**src/rtl/cdc_pkg.sv**
```systemverilog
// cdc_pkg: shared definitions for the req/ack CDC handshake receiver.
//   cdc_hs_state_e      - receive FSM state encoding
//   CDC_SYNC_STAGES_MIN - smallest legal req synchroniser depth
package cdc_pkg;

  localparam int unsigned CDC_SYNC_STAGES_MIN = 2;

  typedef enum logic [1:0] {
    CDC_HS_IDLE     = 2'd0,
    CDC_HS_WAIT_ACC = 2'd1,
    CDC_HS_ACK_HI   = 2'd2
  } cdc_hs_state_e;

endpackage

```
**src/rtl/cdc_sync_n.sv**
```systemverilog
// cdc_sync_n: N-flop level synchroniser with asynchronous active-low reset to 0.
// Ports:
//   clk   in  destination-domain clock
//   rst_n in  asynchronous active-low reset
//   i_d   in  foreign-domain level
//   o_q   out synchronised level (last flop of the chain)
module cdc_sync_n
  import cdc_pkg::*;
#(
  parameter int unsigned N = CDC_SYNC_STAGES_MIN
) (
  input  logic clk,
  input  logic rst_n,
  input  logic i_d,
  output logic o_q
);

  logic [N-1:0] r_sync;

  always_ff @(posedge clk or negedge rst_n) begin
    if (!rst_n) begin
      r_sync <= '0;
    end else begin
      r_sync[0] <= i_d;
      for (int unsigned i = 1; i < N; i++) begin
        r_sync[i] <= r_sync[i-1];
      end
    end
  end

  assign o_q = r_sync[N-1];

endmodule

```
**src/rtl/cdc_hs_rx.sv**
```systemverilog
// cdc_hs_rx: receive side of a 4-phase req/ack handshake bringing a DW-bit word
// into the clk domain. req_async is synchronised; data_async is captured only on
// the capture edge (sender holds it stable while req is high).
// Ports:
//   clk, rst_n  receive clock, asynchronous active-low reset
//   req_async   sender request (foreign domain)
//   data_async  sender data, stable while req_async = 1
//   ack         acknowledge to sender, flop-driven
//   o_valid     o_data holds an unconsumed word
//   o_data      captured word
//   i_ready     consumer accept (pop when o_valid & i_ready)
//   proto_err   sticky: req dropped before the word was accepted
// Build option CDC_HS_RX_SKID_EN: ack decoupled from the consumer through a
// one-entry buffer; proto_err tied low.
module cdc_hs_rx
  import cdc_pkg::*;
#(
  parameter int unsigned DW          = 32,
  parameter int unsigned SYNC_STAGES = 2
) (
  input  logic          clk,
  input  logic          rst_n,
  input  logic          req_async,
  input  logic [DW-1:0] data_async,
  output logic          ack,
  output logic          o_valid,
  output logic [DW-1:0] o_data,
  input  logic          i_ready,
  output logic          proto_err
);

  if (SYNC_STAGES < CDC_SYNC_STAGES_MIN) begin : g_sync_stages_chk
    $error("cdc_hs_rx: SYNC_STAGES must be >= %0d", CDC_SYNC_STAGES_MIN);
  end

  cdc_hs_state_e r_state, w_state_nx;
  logic          r_ack, w_ack_nx;
  logic          r_valid, w_valid_nx;
  logic          r_perr, w_perr_nx;
  logic [DW-1:0] r_data;
  logic          w_req_s;
  logic          w_capture;
  logic          w_pop;

  cdc_sync_n #(.N(SYNC_STAGES)) u_req_sync (
    .clk   (clk),
    .rst_n (rst_n),
    .i_d   (req_async),
    .o_q   (w_req_s)
  );

  assign w_pop = r_valid & i_ready;

  always_comb begin
    w_state_nx = r_state;
    w_ack_nx   = r_ack;
    w_valid_nx = r_valid;
    w_perr_nx  = r_perr;
    w_capture  = 1'b0;
`ifdef CDC_HS_RX_SKID_EN
    // One-entry buffer: a pop empties it unless a capture refills it on the same edge.
    w_perr_nx = 1'b0;
    if (w_pop) begin
      w_valid_nx = 1'b0;
    end
    unique case (r_state)
      CDC_HS_IDLE: begin
        if (w_req_s && (!r_valid || i_ready)) begin
          w_capture  = 1'b1;
          w_valid_nx = 1'b1;
          w_ack_nx   = 1'b1;
          w_state_nx = CDC_HS_ACK_HI;
        end
      end
      CDC_HS_ACK_HI: begin
        if (!w_req_s) begin
          w_ack_nx   = 1'b0;
          w_state_nx = CDC_HS_IDLE;
        end
      end
      default: begin
        w_ack_nx   = 1'b0;
        w_state_nx = CDC_HS_IDLE;
      end
    endcase
`else
    unique case (r_state)
      CDC_HS_IDLE: begin
        if (w_req_s) begin
          w_capture  = 1'b1;
          w_valid_nx = 1'b1;
          w_state_nx = CDC_HS_WAIT_ACC;
        end
      end
      CDC_HS_WAIT_ACC: begin
        // A req drop here is flagged, but the held word is still delivered.
        if (!w_req_s) begin
          w_perr_nx = 1'b1;
        end
        if (w_pop) begin
          w_valid_nx = 1'b0;
          w_ack_nx   = 1'b1;
          w_state_nx = CDC_HS_ACK_HI;
        end
      end
      CDC_HS_ACK_HI: begin
        if (!w_req_s) begin
          w_ack_nx   = 1'b0;
          w_state_nx = CDC_HS_IDLE;
        end
      end
      default: begin
        w_ack_nx   = 1'b0;
        w_state_nx = CDC_HS_IDLE;
      end
    endcase
`endif
  end

  always_ff @(posedge clk or negedge rst_n) begin
    if (!rst_n) begin
      r_state <= CDC_HS_IDLE;
      r_ack   <= 1'b0;
      r_valid <= 1'b0;
      r_perr  <= 1'b0;
      r_data  <= '0;
    end else begin
      r_state <= w_state_nx;
      r_ack   <= w_ack_nx;
      r_valid <= w_valid_nx;
      r_perr  <= w_perr_nx;
      if (w_capture) begin
        r_data <= data_async;
      end
    end
  end

  assign ack       = r_ack;
  assign o_valid   = r_valid;
  assign o_data    = r_data;
  assign proto_err = r_perr;

endmodule

```
**config.mk**
```make
export PLATFORM = sky130hd
export DESIGN_NAME = cdc_hs_rx
export DESIGN_NICKNAME = d
export VERILOG_FILES = /design/src/rtl/cdc_pkg.sv /design/src/rtl/cdc_sync_n.sv /design/src/rtl/cdc_hs_rx.sv
export SDC_FILE = /design/constraint.sdc
export NUM_CORES = 1
export LEC_CHECK = 0
export BUFFER_PORTS_ARGS = -buffer_cell sky130_fd_sc_hd__buf_2
export CAP_MARGIN = 10
export CELL_PAD_IN_SITES_DETAIL_PLACEMENT = 2
export CELL_PAD_IN_SITES_GLOBAL_PLACEMENT = 2
export CORE_ASPECT_RATIO = 0.5
export CORE_UTILIZATION = 26
export DETAILED_ROUTE_END_ITERATION = 6
export GPL_TIMING_DRIVEN = 0
export PLACE_DENSITY = 0.71
export SETUP_SLACK_MARGIN = 0.5
export SYNTH_ARGS = -nofsm -noshare
export SYNTH_HDL_FRONTEND = slang
export SYNTH_SLANG_ARGS = --single-unit
```
**constraint.sdc**
```tcl
create_clock -name clk -period 1.4 [get_ports clk]
set_clock_uncertainty 0.1 [all_clocks]
set_input_delay 0.21 -clock clk [delete_from_list [all_inputs] [get_ports clk]]
set_output_delay 0.21 -clock clk [all_outputs]
set_load 0.02 [all_outputs]
```
Word level (Yosys, flattened, before mapping)
Index checks and enable logic that the tools add are counted. Widths: inputs -> output; s select.

Multiplexer cells: 12. Bitwise gates (word level): 3. Equal/unequal tests: 5. Reduce and logical (&&, ||, !) cells: 6.

Operators with widths (number): $reduce_and 3->1 (3); $mux 1 (6); $mux 2 (3); $pmux 2 s3 (1); $ne 2x2->1 const B (2); $pmux 1 s3 (1); $eq 2x1->1 const B (1); $eq 2x2->1 const B (1); $logic_not 2->1 (1); $ne 2x1->1 const B (1); $not 1->1 (2); $pmux 1 s2 (1); $reduce_and 2->1 (1); $reduce_bool 2->1 (1); $and 1x1->1 (1).

Bits of input ports: 36. Bits in registers: 39. Word-level logic and storage cells: 32.

Depth between registers and ports, before layout
Gate-level depths: netlist of run 1.

Depth after elaboration: 3. Mapped depth: 4.

By module
Synthesis of run 1 repeated with hierarchy kept, for this count alone.

Cells, all modules: 90. Area total of the unflattened synthesis: 1602.8 µm².

Modules (own cells, without submodules): cdc_hs_rx (times used 1, cells an instance 88, area an instance 1552.7 µm²); cdc_sync_n (times used 1, cells an instance 2, area an instance 50.0 µm²).

Least setup slack after synthesis of run 1
No wires, ideal clock.

Kind: reg-to-reg. Start point: reg u_req_sync.r_sync[1]. End point: reg r_data[10] (netlist: o_data[10]). Library setup time: 0.125 ns. Arrival time: 1.218 ns. Cell stages (with the launch flop): 5. Setup slack: -0.043 ns. Required time: 1.175 ns. Clock period less this slack: 1.443 ns. Path through: dfrtp_1 inv_1 nor3_4 buf_6 mux2_2.

Word-level cells in the longest chain between the ends: 2.

Ends and longest elaborated chain: from (decl) (RTL line cdc_sync_n.sv:18) `logic [N-1:0] r_sync;`; from (signal, indexed assignment) (RTL line cdc_sync_n.sv:26) `r_sync[i] <= r_sync[i-1];`; $mux 1 (RTL line cdc_hs_rx.sv:89) `if (w_req_s) begin`; $mux 1 (RTL line cdc_hs_rx.sv:87) `unique case (r_state)`; to (signal assigned) (RTL line cdc_hs_rx.sv:133) `r_data <= data_async;`; to (decl) (RTL line cdc_hs_rx.sv:40) `logic [DW-1:0] r_data;`.

No other way between the ends. A chain may end at the register's enable or synchronous reset.

Worst setup path in the final report of run 1
Start point: reg u_req_sync.r_sync[1]. End point: reg r_data[16] (netlist: o_data[16]).

The elaborated chain is that of the path after synthesis.

==> results of run 1 <==
==> state kept, by name (all words and copies together), names as in the netlist <==
register	count
o_valid	1
proto_err	1
r_state	2
ack	1
u_req_sync.r_sync	2
o_data	32
==> through the flow <==
stage | area [sq um] | util, % | instances | TNS (ps)
2_1_floorplan | 1460 | - | 89 | -1010
5_1_grt | 2810 | 54.4 | 281 | -4890
3_5_place_dp | 1900 | 36.9 | 229 | -5900
3_3_place_gp | 1900 | 36.9 | 229 | -5150
6_report | 2810 | 54.4 | 281 | -4240
4_1_cts | 2420 | 46.9 | 252 | -1740
==> worst max-delay path, stage by stage (launching register included) <==
cell	delay [ps]
dfrtp_1	400
inv_2	80
nor3_4	180
buf_6	200
buf_4	150
mux2_2	330
==> cells by family after synthesis <==
logic type | Yosys count
mux | 32
flops | 39
simple gates | 4
compound gates | 8
buf+inv | 6
==> Yosys cell counts <==
cell     number
inv_1         3
nor2b_1       1
o21ai_0       5
o211a_1       1
a31o_2        1
nor3_4        1
mux2_2       30
mux2_1        2
a21oi_1       1
nand2_1       1
dfrtp_1      39
buf_6         3
nand3_1       1
==> power groups by stage <==
| stage | registers [uW] | clock network, uW | logic (uW) |
|---|---|---|---|
| 3_3_place_gp | 1960 | 0 | 2120 |
| 4_1_cts | 2080 | 796 | 3350 |
| 3_5_place_dp | 2010 | 0 | 2190 |
| 5_1_grt | 2190 | 875 | 4710 |
| 6_report | 2140 | 811 | 4490 |
| 2_1_floorplan | 2610 | 0 | 774 |
==> repair_timing <==
| item | CTS | global route |
|---|---|---|
| hold endpoints to repair | 40 | 39 |
| buffers inserted | 14 | 27 |
| resized for setup | 98 | 34 |
| setup endpoints to repair | 72 | 75 |
| gates cloned | 1 | 2 |
| pin swaps | 2 | 6 |
==> final cells by class <==
cell class                      instances  area, sq um
Clock buffer                            6         82.6
Timing Repair Buffer                  115          992
Inverter                                3         16.3
Multi-Input combinational cell         44          596
Tap cell                               70         87.6
Clock inverter                          1         5.00
Fill cell                             474         2350
Buffer                                  3         46.3
Sequential cell                        39          980
==> how the worst min path moves through the flow <==
| stage | start | end | depth (start not counted) |
|---|---|---|---|
| after global placement | req_async | u_req_sync.r_sync[0]$_DFF_PN0_ | 1 |
| after detailed placement | req_async | u_req_sync.r_sync[0]$_DFF_PN0_ | 1 |
| after floorplan | rst_n | ack$_DFFE_PN0P_ | 0 |
| after CTS | rst_n | o_data[4]$_DFFE_PN0P_ | 1 |
| after global routing | rst_n | o_data[25]$_DFFE_PN0P_ | 1 |
| final | rst_n | o_data[16]$_DFFE_PN0P_ | 1 |
==> metal layers <==
metal	vias up	global-route usage, %	routed length [microns]	share of wire [%]
li1	550	-	-	-
met5	-	0	0	0
met1	666	19.5	2500	41
met2	32	30.9	3290	54
met4	0	4.79	99	1.6
met3	8	4.33	186	3.1
==> results by group, run 1 <==
Outcome
  • Status: complete, but fails checks
  • Failing checks: hold timing, setup timing

Synthesis
  • Yosys reg bits: 39
  • Mux cell area share after synthesis: roughly a quarter
  • Netlist cell types: 13
  • Synthesized instance count: 89
  • Synth Area in Adders: 0%
  • Top cell type's share of synthesized area: around 67%
  • Synth Cell Area: around 1500 sq um
  • Post-Synth XOR/XNOR Area: 0%
  • Top post-synthesis cells by area: dfrtp_1 67%, mux2_2 23%, buf_6 2.3%
  • Dominant cell type by area after synthesis: dfrtp_1
  • Mapped Nets: approximately 130
  • Simple-Gate Fraction of Synth Area: between 2 and 2.5%
  • Sequential area share after synthesis: between 60% and 70%
  • Synth Area in Compound Gates: about 3.3%
  • Largest family of logic cells by synthesized area: multiplexers
  • Syn_area_per_cell: roughly 16 sq um
  • YS warnings: 0

STA
  • Tightest Pin Transition: around 560 ps
  • Fmax: roughly 0.64 GHz
  • Setup Viol. Count Final: 34
  • Max-slew violation count: 0
  • RSZ-0062 raised after global routing: yes
  • Tmin final: ~1600 ps
  • Slew headroom: 62.9%
  • Hold_ws: -174 ps
  • Final hold vios: 39
  • Setup WS post-layout: -153 ps
  • Final period util: 111%

Power and ir drop
  • Switch Pwr: approximately 2700 uW
  • Register share of total power: between 20% and 30%
  • Sw frac: a little over a third
  • Total power: ~7400 uW
  • Clock power share: 10.9%
  • Max IR drop VDD: 1030 uV
  • Comb pwr share: 60.3%
  • Leak pwr: approximately 0.0014 uW
  • Pwr Density: between 2000 and 3000 nW/um^2
  • Pint: between 4000 and 5000 uW

Worst setup path
  • Critical Path Source: u_req_sync.r_sync[1]$_DFF_PN0_
  • CP required: approximately 1500 ps
  • Reg2reg path depth: 5
  • Setup CP Type: flip-flop to flip-flop
  • R2R Path End: o_data[16]$_DFFE_PN0P_
  • Reg2reg setup slack: -150 ps
  • Crit start category: flip-flop
  • Crit Path Max Fanout: 7
  • Worst setup EP type: flip-flop
  • Crit path to: o_data[16]$_DFFE_PN0P_
  • FF-to-FF Start: u_req_sync.r_sync[1]$_DFF_PN0_
  • Crit path DAT: ~1600 ps

GRT
  • Antenna violations before repair: 0
  • First-pass GRT wire length: just over 7000 microns
  • Grt total ovfl: 0
  • Pin count of the biggest net entering global routing: 40
  • Vias in the first global route: roughly 1,300
  • GRT Total Usage: 16.6%

Clock network
  • CTS Buf Count: 5
  • Clk slew on worst S/H paths: ~80 ps
  • Maximum clock insertion buffer count: 2
  • Clock Tree Root: clkbuf_8
  • # hold bufs at CTS: 1
  • CTS tree: done
  • H-tree levels: 2
  • Clock Sinks: 39
  • Clk Latency, worst-skew pair: approximately 290 ps

Placement
  • Buffers added on ports: 70
  • Setup WS pre-CTS: -220 ps
  • HPWL Detailed: ~2600 microns
  • Placer congestion estimate: between 0.6 and 0.7

Floorplanning
  • Die height: 55.0 microns
  • Initial Util: approximately 28%
  • Core Area: slightly above 5000 sq um
  • Die area: between 5000 and 6000 sq um
  • Die width: ~110 microns
  • Top-level port count: 71
  • FP Rows: 18

Drt
  • Via count: 1,256
  • Initial DRC Count: 30
  • DRC Markers: 0
  • 1st-pass router iterations: 4
  • Total wire length: roughly 6000 microns
  • Wire per inst: about 22 microns
  • Post-DRT Antenna Nets: 0
  • Vias per Instance: between 4 and 5

Cells and area
  • Most frequent cells in the layout: 44 x buf_6, 36 x dfrtp_1, 34 x buf_2
  • Layout Nets: 247
  • ANT cells: 0
  • Share of layout cells above drive strength 1: 80.6%
  • Area grow syn2layout: 92.0%
  • Commonest non-fill, non-tap cell in the layout: buf_6

Min path
  • Worst hold path class: input pin to asynchronous set/reset pin

Flow run
  • Max-cap violations: 0
No activity file was read; power rests on OpenSTA's default activity.
==> run 2: changes to the inputs <==
ABC_AREA = 1   (was default)
CORE_UTILIZATION = 23   (was 26)
clock period = 1.3 ns   (was 1.4 ns; I/O delays follow)
==> results by group, run 2 <==
Placement
  • HPWL Detailed: 3360 microns (+28%)
  • Buffers added on ports: 70 (unchanged)
  • Placer congestion estimate: 0.661 (-1.9%)

Outcome
  • Status: complete, but fails checks
  • Failing checks: hold timing, setup timing

STA
  • Setup Viol. Count Final: 1 (-97%)
  • Setup WS post-layout: -2.86 ps (+150 ps)
  • Fmax: 0.768 GHz (+19%)
  • Tightest Pin Transition: 543 ps (-12.9 ps)
  • Tmin final: 1300 ps (-250 ps)
  • Slew headroom: 63.8% (+0.86 points)
  • Final period util: 100% (-11 points)
  • Final hold vios: 39 (unchanged)
  • RSZ-0062 raised after global routing: yes
  • Total negative slack: -2.86 ps (+4240 ps)
  • Hold_ws: -204 ps (-30.2 ps)
  • Max-slew violation count: 0 (unchanged)

Clock network
  • # hold bufs at CTS: 1 (unchanged)
  • CTS tree: done
  • Clk slew on worst S/H paths: 60 ps (-20 ps)
  • Clock Sinks: 39 (unchanged)
  • Clk Latency, worst-skew pair: 280 ps (about the same)
  • Maximum clock insertion buffer count: 2 (unchanged)
  • Clock Tree Root: clkbuf_16
  • H-tree levels: 2 (unchanged)
  • CTS Buf Count: 5 (unchanged)

Cells and area
  • Max reg flops: 32 (unchanged)
  • ANT cells: 0 (unchanged)
  • Most frequent cells in the layout: 58 x nand2_1, 42 x buf_6, 42 x buf_4
  • Layout Nets: 322 (+30%)
  • Commonest non-fill, non-tap cell in the layout: nand2_1
  • Share of layout cells above drive strength 1: 53.3% (-27 points)
  • Area grow syn2layout: 84.4%

Drt
  • DRC Markers: 0 (unchanged)
  • Post-DRT Antenna Nets: 0 (unchanged)
  • Wire per inst: 18.6 microns (-14%)
  • 1st-pass router iterations: 4 (unchanged)
  • Initial DRC Count: 58 (+93%)
  • Total wire length: 6980 microns (+15%)
  • Vias per Instance: 4.46 (-0.19%)
  • Via count: 1,673 (+33%)

Worst setup path
  • Crit path DAT: 1410 ps (-230 ps)
  • CP required: 1410 ps (-80 ps)
  • Reg2reg setup slack: -3 ps (+150 ps)
  • Reg2reg path depth: 6 (+1)
  • Crit Path Max Fanout: 3 (-4)
  • CP most frequent cell: buf_4
  • FF-to-FF Start: r_state[0]$_DFFE_PN0P_
  • Slowest-stage cell, CP: dfrtp_1
  • R2R Path End: o_data[16]$_DFFE_PN0P_
  • Crit-path cells: nor2_4 -> buf_4 -> buf_4 -> buf_4 -> nand3_1 -> nand2_1
  • Crit start category: flip-flop
  • Worst path max stage delay: 420 ps (+20 ps)
  • Setup CP Type: flip-flop to flip-flop
  • Worst setup EP type: flip-flop

Floorplanning
  • FP Rows: 20 (+2)
  • Initial Util: 24.6% (-3.8 points)
  • Core Area: 6280 sq um (+22%)
  • Die width: 118 microns (+9.1%)
  • Top-level port count: 71 (unchanged)
  • Die height: 59.9 microns (+8.9%)
  • Die area: 7060 sq um (+19%)

Synthesis
  • Syn_area_per_cell: 9.41 sq um (-43%)
  • Synth Cell Area: 1540 sq um (+5.7%)
  • Synthesized instance count: 164 (+84%)
  • FFs w/ async S/R, synth: 100% (unchanged)
  • Dominant cell type by area after synthesis: dfrtp_1
  • Top post-synthesis cells by area: dfrtp_1 63%, nand2_1 18%, nand3_1 11%
  • YS warnings: 0 (unchanged)
  • Top FF cell, synth: dfrtp_1
  • Post-synth EDFFs: 0 (unchanged)
  • Mapped Nets: 200 (+60%)
  • Yosys reg bits: 39 (unchanged)
  • Top cell type's share of synthesized area: 63.2% (-3.6 points)
  • Netlist cell types: 11 (-2)
  • Top-count cell post-synth: nand2_1
  • Sequential area share after synthesis: 63.2% (-3.6 points)
  • Post-synth top cells: 75 x nand2_1, 39 x dfrtp_1, 33 x nand3_1

Power and ir drop
  • Pint: 4830 uW (+1.2%)
  • Max IR drop VDD: 827 uV (-19%)
  • Switch Pwr: 3240 uW (+21%)
  • Clock power share: 15.1% (+4.2 points)
  • Pwr Density: 2840 nW/um^2 (+6.9%)
  • Leak pwr: 0.00154 uW (+11%)
  • Comb pwr share: 57.2% (-3.1 points)
  • Sw frac: 40.1% (+4.3 points)
  • Register share of total power: 27.7% (-1.1 points)

GRT
  • Grt total ovfl: 0 (unchanged)
  • First-pass GRT wire length: 9540 microns (+36%)
  • GRT Total Usage: 18.1% (+1.5 points)
  • Antenna violations before repair: 0 (unchanged)
  • Pin count of the biggest net entering global routing: 40 (unchanged)
  • Vias in the first global route: 1,822 (+41%)

Min path
  • Worst hold path class: input pin to asynchronous set/reset pin

Flow run
  • Max-cap violations: 0 (unchanged)
run 2: cell types whose count changed after synthesis, moves of 2 or more:
| cell | change |
|---|---|
| mux2_1 | -2 |
| buf_2 | +4 |
| o21ai_0 | -5 |
| nand2_1 | +74 |
| mux2_2 | -30 |
| buf_4 | +3 |
| nand3_1 | +32 |
run 2: area by class of cell:
cell class              instances  area (sq um)
repair buffers                115           940
plain buffers                  10           111
multi-input cells             112           556
clock inverters                 1          5.00
clock buffers                   7           133
flip-flops and latches         39           978
well taps                      88           110
inverters                       3          13.8
fillers                       671          3430
run 2: through the flow:
step                      setup WS, ps  cell area [sq um]  std cells  util, %  total power (uW)
after CTS                         85.1               2670        357     42.4              7320
after global routing             -29.7               2850        375     45.3              8470
final                            -2.86               2850        375     45.3              8070
after global placement             103               2020        322     32.1              4510
after floorplan                    203               1560        164        -              3670
after detailed placement          45.5               2020        322     32.1              4650
run 2: power groups by stage:
stage | Combinational (uW) | Sequential [uW] | Clock, uW
floorplan | 972 | 2700 | 0
global placement | 2440 | 2060 | 0
detailed placement | 2550 | 2100 | 0
CTS | 3920 | 2200 | 1200
global route | 4890 | 2300 | 1280
finish | 4610 | 2240 | 1220
run 2: layer usage:
layer / vias to the layer above / track usage [%] / wire [microns]
li1: 764 / - / -
met1: 864 / 20.1 / 3090
met2: 33 / 35.0 / 3620
met3: 12 / 4.20 / 178
met4: 0 / 6.96 / 96
met5: - / 0 / 0
run 2: critical path, delay by kind of cell, from the launching register on:
| family | cells | cell delay, ps |
|---|---|---|
| buffers and inverters | 3 | 360 |
| AND/OR/NAND/NOR | 3 | 360 |
| flip-flops | 1 | 420 |
run 2: worst max path at each step:
stage	startpoint	to	depth (start not counted)
floorplan	r_state[1]$_DFFE_PN0P_	o_data[0]$_DFFE_PN0P_	5
global placement	r_state[1]$_DFFE_PN0P_	o_data[23]$_DFFE_PN0P_	5
detailed placement	r_state[1]$_DFFE_PN0P_	o_data[27]$_DFFE_PN0P_	5
CTS	r_state[1]$_DFFE_PN0P_	o_data[10]$_DFFE_PN0P_	5
global route	r_state[0]$_DFFE_PN0P_	o_data[2]$_DFFE_PN0P_	5
finish	r_state[0]$_DFFE_PN0P_	o_data[16]$_DFFE_PN0P_	6
run 2: logic make-up (layout without fill, tap and decap cells):
group                  count (synthesis)  after routing  synth area share (%)
AND/OR/NAND/NOR                      111            111                  30.6
buffers and inverters                 13            136                  5.67
AO/OA/AOI/OAI                          1              1                 0.486
flip-flops                            39             39                  63.2
run 2: what timing repair did:
action,in CTS,in global routing
endpoints found under the setup margin,73,72
gates cloned,1,0
pin swaps,6,7
gates resized for setup,92,15
hold endpoints to repair,40,39
buffers inserted,25,18
==> run 3: changes to the inputs <==
BUFFER_PORTS_ARGS = default   (was -buffer_cell sky130_fd_sc_hd__buf_2)
CORE_ASPECT_RATIO = 1.25   (was 0.5)
CORE_UTILIZATION = 31   (was 23)
DONT_BUFFER_PORTS = 1   (was default)
PLACE_DENSITY = 0.7   (was 0.71)
==> results by group, run 3 (same netlist as run 2, synthesis figures left out) <==
Worst setup path
  • Setup CP Type: flip-flop to flip-flop
  • FF-to-FF Start: r_state[0]$_DFFE_PN0P_
  • Crit Path Max Fanout: 10 (+7)
  • Crit-path cells: nor2_4 -> nand2_4 -> buf_6 -> nand2_1 -> nand2_1
  • Crit start category: flip-flop
  • Worst path max stage delay: 410 ps (about the same)
  • Slowest-stage cell, CP: dfrtp_1
  • CP required: 1370 ps (-40 ps)
  • Critical Path Source: r_state[0]$_DFFE_PN0P_
  • CP most frequent cell: nand2_1
  • Top cell family by delay on the critical path: simple AND/OR/NAND/NOR gates
  • WP buf/inv: 1 (-2)
  • Worst setup EP type: flip-flop
  • Crit path DAT: 1290 ps (-120 ps)

Cells and area
  • Commonest non-fill, non-tap cell in the layout: nand2_1
  • Most frequent cells in the layout: 53 x nand2_1, 35 x dfrtp_2, 26 x dlygate4sd3_1
  • Max reg flops: 32 (unchanged)
  • Area grow syn2layout: 51.0%
  • Layout Nets: 243 (-25%)
  • Post-Route Utilization: 48.9% (+3.6 points)
  • Share of layout cells above drive strength 1: 46.2% (-7.2 points)
  • ANT cells: 0 (unchanged)

Floorplanning
  • Core Area: 4760 sq um (-24%)
  • Die width: 65.1 microns (-45%)
  • Die height: 80.9 microns (+35%)
  • Top-level port count: 71 (unchanged)
  • FP Rows: 28 (+40%)
  • Die area: 5270 sq um (-25%)
  • Initial Util: 32.4% (+7.8 points)

STA
  • Fmax: 0.822 GHz (+7.0%)
  • Max-slew violation count: 0 (unchanged)
  • Tightest Pin Transition: 264 ps (-279 ps)
  • Tmin final: 1220 ps (-85.7 ps)
  • RSZ-0062 raised after global routing: yes
  • Total negative slack: 0 ps (+2.86 ps)
  • Hold_ws: -499 ps (-295 ps)
  • Setup Viol. Count Final: 0 (-1)
  • Final hold vios: 46 (+18%)
  • Final period util: 93.6% (-6.6 points)
  • Slew headroom: 82.4% (+19 points)

Drt
  • Total wire length: 4580 microns (-34%)
  • Initial DRC Count: 29 (-50%)
  • DRC Markers: 0 (unchanged)
  • Post-DRT Antenna Nets: 0 (unchanged)
  • Via count: 1,292 (-23%)
  • Vias per Instance: 4.82 (+8.1%)
  • 1st-pass router iterations: 4 (unchanged)
  • Wire per inst: 17.1 microns (-8.3%)

Clock network
  • Clock Sinks: 39 (unchanged)
  • # hold bufs at CTS: 26 (+25)
  • Clock Tree Root: clkbuf_8
  • Maximum clock insertion buffer count: 2 (unchanged)
  • CTS Buf Count: 5 (unchanged)
  • H-tree levels: 2 (unchanged)
  • CTS tree: done
  • Clk slew on worst S/H paths: 70 ps (about the same)
  • Clk Latency, worst-skew pair: 280 ps (about the same)

Placement
  • Buffers added on ports: 0 (-100%)
  • Placer congestion estimate: 0.635 (-3.8%)
  • HPWL Detailed: 2830 microns (-16%)

GRT
  • GRT Total Usage: 18.5% (+0.32 points)
  • Pin count of the biggest net entering global routing: 40 (unchanged)
  • Grt total ovfl: 0 (unchanged)
  • Vias in the first global route: 1,484 (-19%)
  • Antenna violations before repair: 0 (unchanged)
  • First-pass GRT wire length: 7230 microns (-24%)

Outcome
  • Status: complete, but fails checks
  • Failing checks: hold timing

Power and ir drop
  • Leak pwr: 0.00109 uW (-29%)
  • Max IR drop VDD: 1140 uV (+38%)
  • Pwr Density: 2500 nW/um^2 (-12%)

Min path
  • Worst hold path class: input pin to asynchronous set/reset pin

Flow run
  • Max-cap violations: 0 (unchanged)
## run 3: cell types whose count changed in the layout (fill, tap and decap cells not counted), moves of 8 or more
cell and delta:
buf_2 -34, nand2_2 +9, nand3_1 -9, dfrtp_1 -33, nand3_2 +8, buf_4 -39, dfrtp_2 +33, dlygate4sd3_1 +25
buf_6 -35
## run 3: path summary, 6_finish.rpt
path / end / slack, ps / cells past startpoint
hold / removal: o_data[19]$_DFFE_PN0P_ / -500 / 0
hold reg to reg: u_req_sync.r_sync[1]$_DFF_PN0_ / 250 / 0
setup reg to reg: o_data[20]$_DFFE_PN0P_ / 80 / 5
min in group clk: o_data[6]$_DFFE_PN0P_ / -50 / 2
max in group asynchronous: o_data[1]$_DFFE_PN0P_ / 1500 / 0
setup / recovery: o_data[20]$_DFFE_PN0P_ / 80 / 5
## run 3: worst reg2reg max path, stage by stage, from the launching register on
cell and delay, ps:
dfrtp_1 410, nor2_4 160, nand2_4 140, buf_6 170
nand2_1 80, nand2_1 60
## run 3: what timing repair did
action | 4_1_cts | 5_1_grt
cloned | 2 | 2
setup endpoints to repair | 72 | 72
setup buffers | 5 | 1
pin swaps | 3 | 9
hold endpoints to repair | 72 | 46
gates resized for setup | 37 | 46
## run 3: power by group
group	internal (uW)	switching (uW)	leakage (uW)	total (uW)
Combinational	957	1040	0.000604	2000
Sequential	1860	1090	0.000434	2950
Clock	484	395	0.0000515	879
Total	3300	2520	0.00109	5830
## run 3: stage by stage
step | area (sq um) | cells | power (uW) | worst slack [ps] | hold slack [ps]
3_5_place_dp | 1630 | 224 | 4100 | 34.6 | -200
3_3_place_gp | 1630 | 224 | 3950 | 86.8 | -200
5_1_grt | 2330 | 268 | 6190 | 18.7 | -517
6_report | 2330 | 268 | 5830 | 82.9 | -499
4_1_cts | 2130 | 265 | 5430 | 65.3 | -510
2_1_floorplan | 1560 | 164 | 3670 | 203 | -201
## run 3: per-layer routing
metal / vias to the layer above / GRT usage, % / wire length [microns]
met3: 6 / 4.07 / 272
met1: 631 / 19.8 / 1720
met2: 51 / 35.5 / 2540
met5: - / 0 / 0
li1: 604 / - / -
met4: 0 / 5.87 / 46
## run 3: cell type report
| class | instances | area, sq um |
|---|---|---|
| sequential | 39 | 1020 |
| buffer | 10 | 119 |
| tap | 60 | 75.1 |
| timing repair buffer | 36 | 405 |
| fill | 502 | 2430 |
| inverter | 3 | 11.3 |
| multi-input combinational | 112 | 601 |
| clock buffer | 8 | 100 |
